$ cat src/rtl/buffer_column_to_row.sv
// 9x9 column-to-row reorder buffer: collects nine 9-sample columns, then emits the block row by row.
// Optional double-buffered streaming mode: define BUFFER_COLUMN_TO_ROW_PINGPONG_EN.
module buffer_column_to_row #(
  parameter int DATA_WIDTH = 8
) (
  input  logic                         clock,
  input  logic                         reset,
  input  logic                         in_valid,
  output logic                         in_ready,
  input  logic signed [DATA_WIDTH+1:0] in_0,
  input  logic signed [DATA_WIDTH+1:0] in_1,
  input  logic signed [DATA_WIDTH+1:0] in_2,
  input  logic signed [DATA_WIDTH+1:0] in_3,
  input  logic signed [DATA_WIDTH+1:0] in_4,
  input  logic signed [DATA_WIDTH+1:0] in_5,
  input  logic signed [DATA_WIDTH+1:0] in_6,
  input  logic signed [DATA_WIDTH+1:0] in_7,
  input  logic signed [DATA_WIDTH+1:0] in_8,
  output logic                         out_valid,
  input  logic                         out_ready,
  output logic signed [DATA_WIDTH+1:0] out_0,
  output logic signed [DATA_WIDTH+1:0] out_1,
  output logic signed [DATA_WIDTH+1:0] out_2,
  output logic signed [DATA_WIDTH+1:0] out_3,
  output logic signed [DATA_WIDTH+1:0] out_4,
  output logic signed [DATA_WIDTH+1:0] out_5,
  output logic signed [DATA_WIDTH+1:0] out_6,
  output logic signed [DATA_WIDTH+1:0] out_7,
  output logic signed [DATA_WIDTH+1:0] out_8,
  output logic [3:0]                   out_row,
  output logic                         out_last,
  output logic                         busy
);

  localparam int unsigned SW = DATA_WIDTH + 2;
  localparam int unsigned N  = 9;
  localparam int unsigned CW = 4;
  localparam logic [CW-1:0] LAST = CW'(N - 1);

  typedef enum logic {FILL = 1'b0, DRAIN = 1'b1} state_t;

  logic signed [SW-1:0] col_in [N];
  logic signed [SW-1:0] rd_row [N];
  logic [CW-1:0]        col_cnt;
  logic [CW-1:0]        row_cnt;
  logic                 in_fire;
  logic                 out_fire;

  assign col_in[0] = in_0;
  assign col_in[1] = in_1;
  assign col_in[2] = in_2;
  assign col_in[3] = in_3;
  assign col_in[4] = in_4;
  assign col_in[5] = in_5;
  assign col_in[6] = in_6;
  assign col_in[7] = in_7;
  assign col_in[8] = in_8;

  assign in_fire  = in_valid && in_ready;
  assign out_fire = out_valid && out_ready;

`ifdef BUFFER_COLUMN_TO_ROW_PINGPONG_EN
  // Two banks; each bank's flag says whether it is filling or holds a complete block.
  state_t               bank_state [2];
  logic                 wr_ptr;
  logic                 rd_ptr;
  logic signed [SW-1:0] mem [2][N][N];

  // A fill can only target a FILL bank and a drain only a DRAIN bank, so the
  // pointers never collide when both transfers land in the same cycle.
  always_ff @(posedge clock) begin
    if (reset) begin
      bank_state[0] <= FILL;
      bank_state[1] <= FILL;
      wr_ptr        <= 1'b0;
      rd_ptr        <= 1'b0;
      col_cnt       <= '0;
      row_cnt       <= '0;
    end else begin
      if (in_fire) begin
        if (col_cnt == LAST) begin
          bank_state[wr_ptr] <= DRAIN;
          wr_ptr             <= ~wr_ptr;
          col_cnt            <= '0;
        end else begin
          col_cnt <= col_cnt + CW'(1);
        end
      end
      if (out_fire) begin
        if (row_cnt == LAST) begin
          bank_state[rd_ptr] <= FILL;
          rd_ptr             <= ~rd_ptr;
          row_cnt            <= '0;
        end else begin
          row_cnt <= row_cnt + CW'(1);
        end
      end
    end
  end

  always_ff @(posedge clock) begin
    if (in_fire) begin
      for (int k = 0; k < N; k++) mem[wr_ptr][k][col_cnt] <= col_in[k];
    end
  end

  assign in_ready  = (bank_state[wr_ptr] == FILL);
  assign out_valid = (bank_state[rd_ptr] == DRAIN);
  assign busy      = (bank_state[0] == DRAIN) || (bank_state[1] == DRAIN) || (col_cnt != '0);

  always_comb begin
    for (int k = 0; k < N; k++) rd_row[k] = '0;
    if (out_valid) begin
      for (int k = 0; k < N; k++) rd_row[k] = mem[rd_ptr][row_cnt][k];
    end
  end
`else
  state_t               state;
  logic signed [SW-1:0] mem [N][N];

  always_ff @(posedge clock) begin
    if (reset) begin
      state   <= FILL;
      col_cnt <= '0;
      row_cnt <= '0;
    end else begin
      case (state)
        FILL: begin
          if (in_valid) begin
            if (col_cnt == LAST) begin
              state   <= DRAIN;
              col_cnt <= '0;
              row_cnt <= '0;
            end else begin
              col_cnt <= col_cnt + CW'(1);
            end
          end
        end
        DRAIN: begin
          if (out_ready) begin
            if (row_cnt == LAST) begin
              state   <= FILL;
              row_cnt <= '0;
            end else begin
              row_cnt <= row_cnt + CW'(1);
            end
          end
        end
        default: state <= FILL;
      endcase
    end
  end

  // Storage is not reset; a partial block is discarded simply by restarting col_cnt.
  always_ff @(posedge clock) begin
    if (in_fire) begin
      for (int k = 0; k < N; k++) mem[k][col_cnt] <= col_in[k];
    end
  end

  assign in_ready  = (state == FILL);
  assign out_valid = (state == DRAIN);
  assign busy      = (state == DRAIN) || (col_cnt != '0);

  always_comb begin
    for (int k = 0; k < N; k++) rd_row[k] = '0;
    if (out_valid) begin
      for (int k = 0; k < N; k++) rd_row[k] = mem[row_cnt][k];
    end
  end
`endif

  assign out_row  = out_valid ? row_cnt : '0;
  assign out_last = out_valid && (row_cnt == LAST);

  assign out_0 = rd_row[0];
  assign out_1 = rd_row[1];
  assign out_2 = rd_row[2];
  assign out_3 = rd_row[3];
  assign out_4 = rd_row[4];
  assign out_5 = rd_row[5];
  assign out_6 = rd_row[6];
  assign out_7 = rd_row[7];
  assign out_8 = rd_row[8];

endmodule
$ cat config.mk
export PLATFORM = sky130hd
export DESIGN_NAME = buffer_column_to_row
export DESIGN_NICKNAME = d
export VERILOG_FILES = /design/src/rtl/buffer_column_to_row.sv
export SDC_FILE = /design/constraint.sdc
export NUM_CORES = 1
export LEC_CHECK = 0
export ABC_AREA = 1
export BUFFER_PORTS_ARGS = -buffer_cell sky130_fd_sc_hd__buf_2
export CORE_UTILIZATION = 40
export CTS_BUF_LIST = sky130_fd_sc_hd__clkbuf_4
export CTS_CLUSTER_SIZE = 24
export DETAILED_ROUTE_END_ITERATION = 16
export PLACE_DENSITY = 0.53
export RECOVER_POWER = 25
export SYNTH_ARGS = -nofsm -noshare
export SYNTH_HDL_FRONTEND = slang
export SYNTH_SLANG_ARGS = --single-unit
$ cat constraint.sdc
create_clock -name clock -period 11.9 [get_ports clock]
set_clock_uncertainty 0.05 [all_clocks]
set_input_delay 1.785 -clock clock [delete_from_list [all_inputs] [get_ports clock]]
set_output_delay 1.785 -clock clock [all_outputs]
set_load 0.01 [all_outputs]
==> impl_metrics.tcl <==
set metrics [dict create \
    wl_met1_um 46390 \
    routedWlPerCell_um 25.72 \
    placed_area_um2 34890 \
    synth_ff_type "edfxtp_1" \
    ys_warn_count 0 \
    hold_buffers 0 \
    multi_input_comb_area_um2 7272 \
    place_inst 3921 \
    crit_type "reg2out" \
    fin_crit_ps 6340 \
    synthesis.area_um2 33140 \
    synth_common_cells "nand2_1, edfxtp_1, nand3_1, nor2_1, inv_1" \
    drv_slew 0 \
    syn-num-nets 2890 \
    hold_viol 0 \
    path_max_fanout 160 \
    peakVddDrop_uv 79.43 \
    ios 192 \
    layout-drive-gt1-share_pct 16.20 \
    regArea_um2 24590 \
    layout.nets 3161 \
    critPathArrivalTime_ps 4500 \
    clk_path_buf_depth 3 \
    start_util_pct 40.43 \
    holdWs_ps 480.2 \
    core_area_um2 81980 \
    fin_setup_tns_ps 0 \
    gp_congestion 0.8363 \
    ys_seq_area_share_pct 74.17 \
    hp-class "reg2reg" \
    drt_iter0_drc 2368 \
    critPathRequiredTime_ps 10070 \
    crit_chain "clkinv_8 > buf_4 > nand2_1 > nand3_1 > nand3_1 > nand3_1 > nand2_1 > inv_1 > buf_2" \
    max_slew_margin_pct 26.76 \
    antenna_found_initial 22 \
    cp_num_buf_inv 4 \
    critPathMaxStageDelay_ps 810 \
    cts.repair.resized 0 \
    grt_pass1_wl_um 157700 \
    fillers 7711 \
    grt_pass1_vias 22120 \
    drv_cap 0 \
    met2_length_um 51390 \
    yosysUniqueCellTypes 22 \
    numCtsBuffers 208 \
    io_buffer_count 191 \
    setup_viol 0 \
    fin_crit_sh_pct 53.28 \
    worst_pin_slew_ps 1099 \
    area_growth_pct 13.25 \
    fp.dieH_um 289.9 \
    synthArstFlopShare_pct 0 \
    slowest_stage "dfxtp_4" \
    path_clk_slew_ps 60 \
    firstDrtPassIters 5 \
    route.detailed.drc 0 \
    rows 105 \
    gr-total-overflow 0 \
    grt_max_degree 161 \
    clock-sinks 823 \
    cp-end-kind "output port" \
    synth-edff-count 810 \
    cts_setup_buffers 0 \
    ys_ff_latch 823 \
    path_common_cell "nand3_1" \
    cts_tree "built" \
    synth_top_area_share_pct 73.39 \
    post-synth-top-count-cell "nand2_1" \
    fin_util_pct 45.79 \
    highest_layer "met4" \
    insertion_delay_ps 1030 \
    track_usage_pct 26.28 \
    vias 23160 \
    die_w_um 289.9 \
    htree_num_levels 4 \
    yosysTopAreaCell "edfxtp_1" \
    die_area_um2 84020 \
    critPathTopFamily "buffers and inverters" \
    power_density_nw_per_um2 155.4 \
    avgSynthCellArea_um2 11.88 \
    p_leak_uw 0.01457 \
    rsz0062_at_grt "no" \
    postRouteAntennaNets 0 \
    ys_top_cells_by_area "edfxtp_1, nand3_1, nand2_1" \
    dr_wl_met3_um 9349 \
    wirelength_um 110500 \
    cts-root-buf "clkbuf_4" \
    postLayoutCellArea_um2 37540 \
    layoutNonFillerInstCount 4296 \
    status "completed" \
    dpl.hpwl_um 67740 \
    avgViaCountPerCell 5.391 \
    synthCells 2790 \
    max_freq_mhz 157.7 \
    startpoint_type "flop" \
]
==> metal layers <==
metal	global-route usage, %	vias to the layer above
met5	0	-
met4	9.367	0
met3	5.867	183
met2	41.10	1135
met1	36.10	11480
li1	-	10360
==> stage by stage <==
stage	power, uW	setup slack, ps
floorplan	3362	2977
global placement	3471	6657
detailed placement	3474	6618
CTS	5888	5437
global route	6040	5255
finish	5834	5560
==> cell usage in the layout, fill, tap and decap left out <==
cell | Yosys | final
a21oi_1 | 8 | 8
buf_2 | 68 | 126
buf_4 | 24 | 37
bufinv_16 | 0 | 2
clkbuf_1 | 41 | 65
clkbuf_4 | 0 | 320
clkinv_1 | 0 | 26
clkinv_2 | 0 | 7
clkinv_4 | 0 | 1
clkinv_8 | 0 | 3
clkinvlp_4 | 0 | 2
dfxtp_1 | 13 | 10
dfxtp_4 | 0 | 3
diode_2 | 0 | 9
edfxtp_1 | 810 | 810
ha_1 | 6 | 6
inv_1 | 109 | 108
inv_2 | 2 | 2
inv_6 | 0 | 6
inv_8 | 0 | 2
nand2_1 | 833 | 833
nand3_1 | 634 | 634
nand4_1 | 2 | 2
nor2_1 | 193 | 189
nor2_2 | 1 | 1
nor2_4 | 0 | 4
nor3_2 | 0 | 5
nor3b_1 | 1 | 1
o21ai_0 | 2 | 2
o21bai_1 | 1 | 1
xor2_1 | 1 | 1
==> tightest hold or removal path: cells and delay by family (launching register included) <==
| kind | cells | cell delay (ps) |
|---|---|---|
| AND/OR/NAND/NOR | 1 | 80 |
| AO/OA/AOI/OAI | 1 | 60 |
| flip-flops | 1 | 350 |
==> flip-flops by register name, summed over array words and instances, names as in the netlist, named ones only <==
signal / cells
row_cnt: 4
mem: 810
out_valid: 1
col_cnt: 4
==> power breakdown <==
part	internal, uW	total (uW)	switching (uW)
registers	3240	3250	11.7
logic	20.6	155	135
clock network	1270	2420	1160
total	4530	5830	1300
==> area by class of cell <==
type	instances	share of cell area, %
tap	1070	3.567
clock buffer	320	6.400
antenna	9	0.06000
inverter	113	1.200
sequential	823	65.52
multi-input combinational	1687	19.37
clock inverter	46	0.8067
timing repair buffer	228	3.070
==> final timing paths <==
check	cells after the start	slack, ps	endpoint	from
max reg2reg	5	8690	mem[4][30]	out_valid
max	9	5560	out_7[4]	flop
min	2	480	col_cnt[0]	col_cnt[0]
min reg2reg	2	480	col_cnt[0]	col_cnt[0]
==> logic make-up after synthesis <==
| group | count (synthesis) | synth area share, % |
|---|---|---|
| AND/OR/NAND/NOR | 1669 | 21.35 |
| flip-flops | 823 | 74.17 |
| buffers and inverters | 280 | 4.054 |
| AO/OA/AOI/OAI | 11 | 0.1737 |
| adder cells (fa/ha/maj) | 6 | 0.2265 |
| XOR/XNOR | 1 | 0.02643 |
Power figures use the tool's default switching activity.
